===== config.mk =====
export PLATFORM = sky130hd
export DESIGN_NAME = fft_mag_framer
export DESIGN_NICKNAME = d
export VERILOG_FILES = /design/src/rtl/fft_mag_framer_pkg.sv /design/src/rtl/mag_sq_pipe.sv /design/src/rtl/fft_mag_framer.sv
export SDC_FILE = /design/constraint.sdc
export NUM_CORES = 1
export LEC_CHECK = 0
export BUFFER_PORTS_ARGS = -buffer_cell sky130_fd_sc_hd__buf_2
export CORE_MARGIN = 2
export CORE_UTILIZATION = 30
export DETAILED_ROUTE_END_ITERATION = 10
export HOLD_SLACK_MARGIN = 0.02
export SETUP_SLACK_MARGIN = 0.15
export SLEW_MARGIN = 20
export SYNTH_ARGS = -nofsm -noshare
export SYNTH_HDL_FRONTEND = slang
export SYNTH_SLANG_ARGS = --single-unit

===== constraint.sdc =====
create_clock -name clk -period 5.8 [get_ports clk]
set_input_delay 1.45 -clock clk [delete_from_list [all_inputs] [get_ports clk]]
set_output_delay 1.45 -clock clk [all_outputs]
set_load 0.02 [all_outputs]

===== src/rtl/fft_mag_framer_pkg.sv =====
// Shared types and default sizing for the FFT magnitude framer
// and its downstream peak-detect consumer.
package fft_mag_framer_pkg;

  localparam int FFT_SIZE_DEF    = 2048;
  localparam int INDEX_WIDTH_DEF = 11;
  localparam int IN_WIDTH_DEF    = 16;
  localparam int WIDTH_DEF       = 32;
  localparam int GAP_CYCLES_DEF  = 2;

  typedef enum logic [1:0] {
    ST_IDLE,
    ST_START,
    ST_STREAM,
    ST_DRAIN
  } state_t;

  // A frame is well formed only when in_last and the
  // final-bin position agree; any disagreement is an error.
  function automatic logic len_mismatch(
    input logic last,
    input logic at_end
  );
    return last ^ at_end;
  endfunction

endpackage


===== src/rtl/mag_sq_pipe.sv =====
// Two-stage re^2 + im^2 pipeline with valid, bin index and
// length-error sideband carried alongside the data.
// Ports: clk, reset_n, in_valid/re/im/index/err in,
//        busy, valid, mag, index_out, err_out out.
module mag_sq_pipe #(
  parameter int IN_WIDTH    = 16,
  parameter int WIDTH       = 32,
  parameter int INDEX_WIDTH = 11
) (
  input  logic                       clk,
  input  logic                       reset_n,
  input  logic                       in_valid,
  input  logic signed [IN_WIDTH-1:0] re,
  input  logic signed [IN_WIDTH-1:0] im,
  input  logic [INDEX_WIDTH-1:0]     index,
  input  logic                       err,
  output logic                       busy,
  output logic                       valid,
  output logic [WIDTH-1:0]           mag,
  output logic [INDEX_WIDTH-1:0]     index_out,
  output logic                       err_out
);

  logic signed [WIDTH-1:0] re_x;
  logic signed [WIDTH-1:0] im_x;
  logic signed [WIDTH-1:0] re_sq;
  logic signed [WIDTH-1:0] im_sq;

  logic                   s1_valid;
  logic [WIDTH-1:0]       s1_re_sq;
  logic [WIDTH-1:0]       s1_im_sq;
  logic [INDEX_WIDTH-1:0] s1_index;
  logic                   s1_err;

  // Squares are formed at full output width so that
  // (-2^(N-1))^2 is exact; the sum of two such squares
  // still fits the unsigned result without wrapping.
  assign re_x = {{(WIDTH-IN_WIDTH){re[IN_WIDTH-1]}}, re};
  assign im_x = {{(WIDTH-IN_WIDTH){im[IN_WIDTH-1]}}, im};
  assign re_sq = re_x * re_x;
  assign im_sq = im_x * im_x;

  always_ff @(posedge clk or negedge reset_n) begin
    if (!reset_n) begin
      s1_valid <= 1'b0;
      s1_re_sq <= '0;
      s1_im_sq <= '0;
      s1_index <= '0;
      s1_err   <= 1'b0;
    end else begin
      s1_valid <= in_valid;
      s1_err   <= in_valid & err;
      if (in_valid) begin
        s1_re_sq <= re_sq;
        s1_im_sq <= im_sq;
        s1_index <= index;
      end
    end
  end

  always_ff @(posedge clk or negedge reset_n) begin
    if (!reset_n) begin
      valid     <= 1'b0;
      mag       <= '0;
      index_out <= '0;
      err_out   <= 1'b0;
    end else begin
      valid   <= s1_valid;
      err_out <= s1_valid & s1_err;
      if (s1_valid) begin
        mag       <= s1_re_sq + s1_im_sq;
        index_out <= s1_index;
      end
    end
  end

  assign busy = s1_valid | valid;

endmodule


===== src/rtl/fft_mag_framer.sv =====
// Frames a stream of complex FFT bins and emits |X|^2 per bin.
// Ports: clk, reset_n, in_re/in_im/in_valid/in_last/in_ready,
//        frame_start, mag_out, mag_valid, bin_index, len_err.
module fft_mag_framer
  import fft_mag_framer_pkg::*;
#(
  parameter int FFT_SIZE    = FFT_SIZE_DEF,
  parameter int INDEX_WIDTH = INDEX_WIDTH_DEF,
  parameter int IN_WIDTH    = IN_WIDTH_DEF,
  parameter int WIDTH       = WIDTH_DEF,
  parameter int GAP_CYCLES  = GAP_CYCLES_DEF
) (
  input  logic                       clk,
  input  logic                       reset_n,
  input  logic signed [IN_WIDTH-1:0] in_re,
  input  logic signed [IN_WIDTH-1:0] in_im,
  input  logic                       in_valid,
  input  logic                       in_last,
  output logic                       in_ready,
  output logic                       frame_start,
  output logic [WIDTH-1:0]           mag_out,
  output logic                       mag_valid,
  output logic [INDEX_WIDTH-1:0]     bin_index,
  output logic                       len_err
);

  localparam int GW = $clog2(GAP_CYCLES + 2);

  state_t state;
  state_t state_nxt;

  logic [INDEX_WIDTH-1:0] cnt;
  logic [GW-1:0]          gap_cnt;

  logic xfer;
  logic at_end;
  logic frame_end;
  logic err_in;
  logic busy;
  logic gap_done;

  assign xfer      = in_valid & in_ready;
  assign at_end    = (cnt == INDEX_WIDTH'(FFT_SIZE - 1));
  assign frame_end = xfer & (at_end | in_last);
  assign err_in    = len_mismatch(in_last, at_end);

  // Leave DRAIN only once the pipeline is empty and a
  // further GAP_CYCLES idle cycles have elapsed, so the
  // next frame_start always trails the last beat.
  assign gap_done = !busy &&
                    (gap_cnt == GW'(GAP_CYCLES));

  always_ff @(posedge clk or negedge reset_n) begin
    if (!reset_n) state <= ST_IDLE;
    else          state <= state_nxt;
  end

  always_comb begin
    state_nxt = state;
    unique case (state)
      ST_IDLE:   if (in_valid) state_nxt = ST_START;
      ST_START:  state_nxt = ST_STREAM;
      ST_STREAM: if (frame_end) state_nxt = ST_DRAIN;
      ST_DRAIN:  if (gap_done) state_nxt = ST_IDLE;
      default:   state_nxt = ST_IDLE;
    endcase
  end

  always_comb begin
    in_ready    = 1'b0;
    frame_start = 1'b0;
    unique case (1'b1)
      (state == ST_START):  frame_start = 1'b1;
      (state == ST_STREAM): in_ready    = 1'b1;
      default: ;
    endcase
  end

  // The final bin of a frame does not advance the counter,
  // so bin_index never wraps inside a frame.
  always_ff @(posedge clk or negedge reset_n) begin
    if (!reset_n) begin
      cnt <= '0;
    end else if (state == ST_START) begin
      cnt <= '0;
    end else if (xfer && !frame_end) begin
      cnt <= cnt + 1'b1;
    end
  end

  always_ff @(posedge clk or negedge reset_n) begin
    if (!reset_n) begin
      gap_cnt <= '0;
    end else if (state != ST_DRAIN) begin
      gap_cnt <= '0;
    end else if (!busy && !gap_done) begin
      gap_cnt <= gap_cnt + 1'b1;
    end
  end

  mag_sq_pipe #(
    .IN_WIDTH    (IN_WIDTH),
    .WIDTH       (WIDTH),
    .INDEX_WIDTH (INDEX_WIDTH)
  ) u_pipe (
    .clk       (clk),
    .reset_n   (reset_n),
    .in_valid  (xfer),
    .re        (in_re),
    .im        (in_im),
    .index     (cnt),
    .err       (err_in),
    .busy      (busy),
    .valid     (mag_valid),
    .mag       (mag_out),
    .index_out (bin_index),
    .err_out   (len_err)
  );

endmodule


==> results.sh, run 1 <==
export IMPL_syn_area_um2=24300
export IMPL_wl_met2_um=29500
export IMPL_violations="negative setup slack"
export IMPL_hpwl_um=48900
export IMPL_dieHeight_um=289
export IMPL_synth_top_family_by_area="adder cells"
export IMPL_ys_seq_elements=135
export IMPL_cts_sinks=135
export IMPL_async_flop_share_pct=100
export IMPL_rows=104
export IMPL_gp_congestion=0.847
export IMPL_ys_seq_area_share_pct=13.9
export IMPL_syn_to_final_growth_pct=32.9
export IMPL_synth_xor_area_share_pct=3.82
export IMPL_hold_violations=0
export IMPL_stdcell_count=4136
export IMPL_skew_ns=0.00951
export IMPL_drive_gt1_share_pct=31.6
export IMPL_endpoint_kind="flip-flop"
export IMPL_synth_warnings=0
export IMPL_syn_inst=2556
export IMPL_cts_root_buf="clkbuf_16"
export IMPL_port_buffers=82
export IMPL_cts_max_level=4
export IMPL_num_antenna_cells=0
export IMPL_antenna_found_initial=0
export IMPL_avgSynthCellArea_um2=9.51
export IMPL_min_period_ns=6.51
export IMPL_drtIter0Drc=654
export IMPL_crit_path_max_fanout=6
export IMPL_run_status="complete, but fails checks"
export IMPL_arrival_ns=6.82
export IMPL_design_area_um2=32300
export IMPL_grt_pass1_wl_um=97600
export IMPL_cap_violations=0
export IMPL_pin_count=83
export IMPL_routedWlPerCell_um=14.0
export IMPL_path_clk_slew_ns=0.06
export IMPL_synth_compound_area_share_pct=8.33
export IMPL_synthSimpleGateAreaFrac_pct=10.7
export IMPL_dr_total_vias=18435
export IMPL_hp_class="reg2reg"
export IMPL_ys_flop_type="dfrtp_1"
export IMPL_slew_headroom_pct=39.0
export IMPL_grt_pass1_vias=20095
export IMPL_timing_final_crit_share_pct=112
export IMPL_clock_latency_ns=0.43
export IMPL_cp_start_kind="input pin"
export IMPL_die_area_um2=83300
export IMPL_required_ns=6.12
export IMPL_finalMaxSlewViolations=0
export IMPL_initial_core_util_pct=30.2
export IMPL_dpl_cell_count=4045
export IMPL_ys_types=65
export IMPL_cts_hold_repair_buffers=0
export IMPL_final_cell_mix="inv_1 (599), fa_1 (435), buf_4 (396), nand2_1 (200), ha_1 (175)"
export IMPL_nets=3785
export IMPL_antenna_left=0
export IMPL_highest_layer="met4"
export IMPL_rsz0062_at_grt="yes"
export IMPL_wl_met1_um=25100
export IMPL_synth_edff_count=0
export IMPL_die_w_um=289
export IMPL_synthMuxAreaShare_pct=2.34
export IMPL_grt_max_degree=101
export IMPL_synth_area_leader_cell="fa_1"
export IMPL_wl_um=57900
export IMPL_place_area_um2=29700
export IMPL_syn_nets=3278
export IMPL_setup_ws_ns=-0.708
export IMPL_cts_buffer_depth=2
export IMPL_cts_buffers=17
export IMPL_pre_cts_slack_ns=-1.25
export IMPL_critical_path_class="in2reg"
export IMPL_tightest_slew_ns=0.914
export IMPL_wl_met3_um=2440
export IMPL_gr_total_overflow=0
export IMPL_ys_top_cells_by_area="fa_1 (39%), dfrtp_1 (14%), ha_1 (11%)"
export IMPL_cts_tree="done"
export IMPL_synth_fa_ha_area_share_pct=49.8
export IMPL_synth_top_area_share_pct=38.5
export IMPL_setup_violations=39
export IMPL_fmax_mhz=154
export IMPL_mostFrequentLayoutCell="inv_1"
export IMPL_grt_total_usage_pct=14.5
export IMPL_vias_per_cell=4.46
export IMPL_route_detailed_drc=0
export IMPL_firstDrtPassIters=5
export IMPL_core_area_um2=80400
export IMPL_nFillCells=7943
worst paths after layout:
path / start / slack [ns] / cells past startpoint / endpoint
worst max-delay path: in_re[8] / -0.71 / 19 / u_pipe.s1_re_sq[31]
worst min-delay path: u_pipe.s1_err / 0.45 / 1 / u_pipe.err_out
worst max register to register: u_pipe.s1_im_sq[3] / 2.81 / 9 / u_pipe.mag[29]
worst min register to register: u_pipe.s1_err / 0.45 / 1 / u_pipe.err_out
max in group asynchronous: reset_n / 3.60 / 2 / u_pipe.s1_re_sq[26]
min in group asynchronous: reset_n / 1.11 / 1 / u_pipe.index_out[3]
per-stage QoR:
stage | hold slack [ns] | TNS [ns] | util (%)
after floorplan | 0.400 | -17.33 | -
after global placement | 0.436 | -41.94 | 36.9
after detailed placement | 0.447 | -42.93 | 36.9
after CTS | 0.461 | -16.21 | 39.1
after global routing | 0.487 | -24.37 | 40.2
final | 0.454 | -16.68 | 40.2
per-layer routing:
| metal | global-route usage [%] | vias to the layer above |
|---|---|---|
| met1 | 18.6 | 9294 |
| met5 | 0 | - |
| li1 | - | 8877 |
| met3 | 2.50 | 62 |
| met4 | 2.45 | 0 |
| met2 | 25.9 | 202 |
critical path, stage by stage:
cell and delay (ns):
buf_12 0.11, buf_6 0.11, and2_4 0.15, fa_1 0.52, inv_2 0.04, fa_2 0.54, fa_1 0.45, fa_1 0.53
inv_1 0.05, fa_1 0.45, fa_1 0.54, ha_4 0.22, and4_4 0.20, a311oi_4 0.33, nor3_2 0.11, o41a_1 0.47
o211ai_1 0.22, nand3_1 0.10, a31o_1 0.21
synthesized netlist by cell type, types with 18 or more instances:
cell	n
inv_1	651
fa_1	468
nand2_1	239
ha_1	218
dfrtp_1	135
nor2_1	101
o21ai_0	79
and2_1	74
xnor2_1	74
clkbuf_1	62
a21oi_1	57
mux2_2	47
xor2_1	32
a21o_1	30
nor3_1	21
and3_1	19
a211oi_1	18
o21bai_1	18
flip-flops by register name (all words and copies together) (netlist names), 2 cells and up:
name and flops:
u_pipe.index_out 11, state 2, u_pipe.s1_re_sq 31, u_pipe.s1_index 11, u_pipe.s1_im_sq 31, u_pipe.mag 32
cnt 11, gap_cnt 2
layout make-up:
| class | count | area (um2) | area share, % |
|---|---|---|---|
| multi-input combinational | 1698 | 19900 | 61.5 |
| timing repair buffer | 556 | 4660 | 14.4 |
| sequential | 135 | 3380 | 10.5 |
| inverter | 655 | 2470 | 7.65 |
| tap | 1060 | 1330 | 4.11 |
| clock buffer | 19 | 433 | 1.34 |
| clock inverter | 13 | 171 | 0.531 |
timing repair:
item,CTS,global route
resized for setup,239,169
endpoints found under the hold margin,0,0
pin swaps,121,131
setup endpoints to repair,45,44
setup buffers,33,25
cloned,1,1
cells by family (layout without fill, tap and decap cells):
logic type,count (synthesis),in the layout
buffers and inverters,723,1243
XOR/XNOR,106,106
flip-flops,135,135
AND/OR/NAND/NOR,548,548
AO/OA/AOI/OAI,307,307
adder cells (fa/ha/maj),686,686
multiplexers,51,51
Power of run 1 is not shown: default switching activity piles up to over one toggle a cycle in this logic, so the estimate is an artifact.
==> run 2: changes to the inputs <==
SKIP_CTS_REPAIR_TIMING = 1   (was unset)
==> run 2 against run 1 <==
  * The flow still finishes with violations (negative setup slack)
  * First-iteration DRC count rose by 2.9%
  * Global-route usage shrank 0.20 points
  * Design area shrank 1.7%
  * Worst hold slack about the same
==> results.sh, run 2 (synthesis results as in run 1) <==
export IMPL_port_buffers=82
export IMPL_clock_latency_ns=0.43
export IMPL_endpoint_kind="flip-flop"
export IMPL_grt_max_degree=101
export IMPL_dr_total_vias=18264
export IMPL_mostFrequentLayoutCell="inv_1"
export IMPL_die_w_um=289
export IMPL_grt_pass1_vias=19689
export IMPL_firstDrtPassIters=5
export IMPL_arrival_ns=6.85
export IMPL_wl_um=57300
export IMPL_die_area_um2=83300
export IMPL_antenna_found_initial=0
export IMPL_finalMaxSlewViolations=0
export IMPL_antenna_left=0
export IMPL_place_area_um2=29700
export IMPL_pre_cts_slack_ns=-1.25
export IMPL_setup_ws_ns=-0.736
export IMPL_cts_tree="done"
export IMPL_routedWlPerCell_um=13.9
export IMPL_top_register="u_pipe.mag"
export IMPL_drive_gt1_share_pct=30.2
export IMPL_cap_violations=0
export IMPL_gp_congestion=0.847
export IMPL_violations="negative setup slack"
export IMPL_required_ns=6.12
export IMPL_route_detailed_drc=0
export IMPL_rows=104
export IMPL_tightest_slew_ns=0.912
export IMPL_cts_sinks=135
export IMPL_path_clk_slew_ns=0.06
export IMPL_hp_class="reg2reg"
export IMPL_core_area_um2=80400
export IMPL_cts_buffer_depth=2
export IMPL_timing_hold_ws_ns=0.454
export IMPL_reg_top3="u_pipe.mag (32), u_pipe.s1_im_sq (31), u_pipe.s1_re_sq (31)"
export IMPL_min_period_ns=6.54
export IMPL_wl_met1_um=25000
export IMPL_design_area_um2=31800
export IMPL_reg2reg_from="u_pipe.s1_im_sq[3]"
export IMPL_hpwl_um=48900
export IMPL_cp_start_kind="input pin"
export IMPL_run_status="complete, but fails checks"
export IMPL_nFillCells=8021
export IMPL_wl_met3_um=2450
export IMPL_critical_path_class="in2reg"
export IMPL_cts_buffers=17
export IMPL_hold_violations=0
export IMPL_syn_to_final_growth_pct=30.7
export IMPL_crit_start="in_re[5]"
export IMPL_nets=3760
export IMPL_num_antenna_cells=0
export IMPL_wl_met2_um=29200
export IMPL_drtIter0Drc=673
export IMPL_cts_root_buf="clkbuf_16"
export IMPL_highest_layer="met4"
export IMPL_cts_max_level=4
export IMPL_timing_final_crit_share_pct=113
export IMPL_skew_ns=0.00917
export IMPL_initial_core_util_pct=30.2
export IMPL_fmax_mhz=153
export IMPL_final_cell_mix="inv_1 (606), fa_1 (435), buf_4 (399), nand2_1 (198), ha_1 (182)"
export IMPL_grt_pass1_wl_um=96100
export IMPL_rsz0062_at_grt="yes"
export IMPL_largest_reg_flops=32
export IMPL_grt_total_usage_pct=14.3
export IMPL_hold_path_startpoint="u_pipe.s1_err"
export IMPL_pin_count=83
export IMPL_crit_path_max_fanout=8
export IMPL_fin_setup_tns_ns=-18.02
export IMPL_vias_per_cell=4.44
export IMPL_gr_total_overflow=0
export IMPL_slew_headroom_pct=39.2
export IMPL_dieHeight_um=289
export IMPL_setup_violations=39
[run 2: cell types whose count changed in the layout (fill, tap and decap cells not counted), moves of 5 or more]
cell	before	now
a21oi_1	33	39
buf_6	76	51
buf_8	19	13
ha_1	175	182
ha_4	39	31
inv_1	599	606
inv_2	49	43
nand2_2	21	28
nand2_4	18	13
[run 2: final timing paths]
| kind | end | slack (ns) | cells past startpoint |
|---|---|---|---|
| min in group asynchronous | u_pipe.index_out[3] | 1.11 | 1 |
| setup reg to reg | u_pipe.mag[29] | 2.79 | 9 |
| hold reg to reg | u_pipe.err_out | 0.45 | 1 |
| max in group asynchronous | u_pipe.mag[29] | 3.60 | 2 |
| hold / removal | u_pipe.err_out | 0.45 | 1 |
| setup / recovery | u_pipe.s1_re_sq[31] | -0.74 | 20 |
[run 2: per-stage QoR]
| stage | util (%) | cells |
|---|---|---|
| 2_1_floorplan | - | 2556 |
| 3_3_place_gp | 36.9 | 4045 |
| 3_5_place_dp | 36.9 | 4045 |
| 4_1_cts | 37.7 | 4077 |
| 5_1_grt | 39.5 | 4111 |
| 6_report | 39.5 | 4111 |
[run 2: layout make-up]
type                       count  area (um2)  area share [%]
multi-input combinational   1698       19700            61.9
timing repair buffer         531        4320            13.6
sequential                   135        3380            10.6
inverter                     655        2470            7.78
tap                         1060        1330            4.18
clock buffer                  19         433            1.36
clock inverter                13         171           0.540
[run 2: metal layers]
metal / GRT usage, % / vias up
met1: 18.7 / 9212
met4: 2.29 / 0
met2: 25.2 / 177
met3: 2.42 / 47
met5: 0 / -
li1: - / 8828
[run 2: worst max-delay path, stage by stage]
cell,delay [ns]
buf_12,0.12
and2_4,0.16
buf_4,0.13
fa_1,0.50
fa_1,0.52
fa_2,0.57
fa_2,0.44
fa_1,0.49
inv_1,0.05
fa_1,0.51
inv_2,0.05
ha_4,0.16
a2111oi_4,0.34
o21ai_1,0.12
o21ai_2,0.12
o31ai_4,0.10
o41a_1,0.46
o211ai_1,0.24
nand3_1,0.10
a31o_1,0.21
Power of run 2 is left out for the same reason.
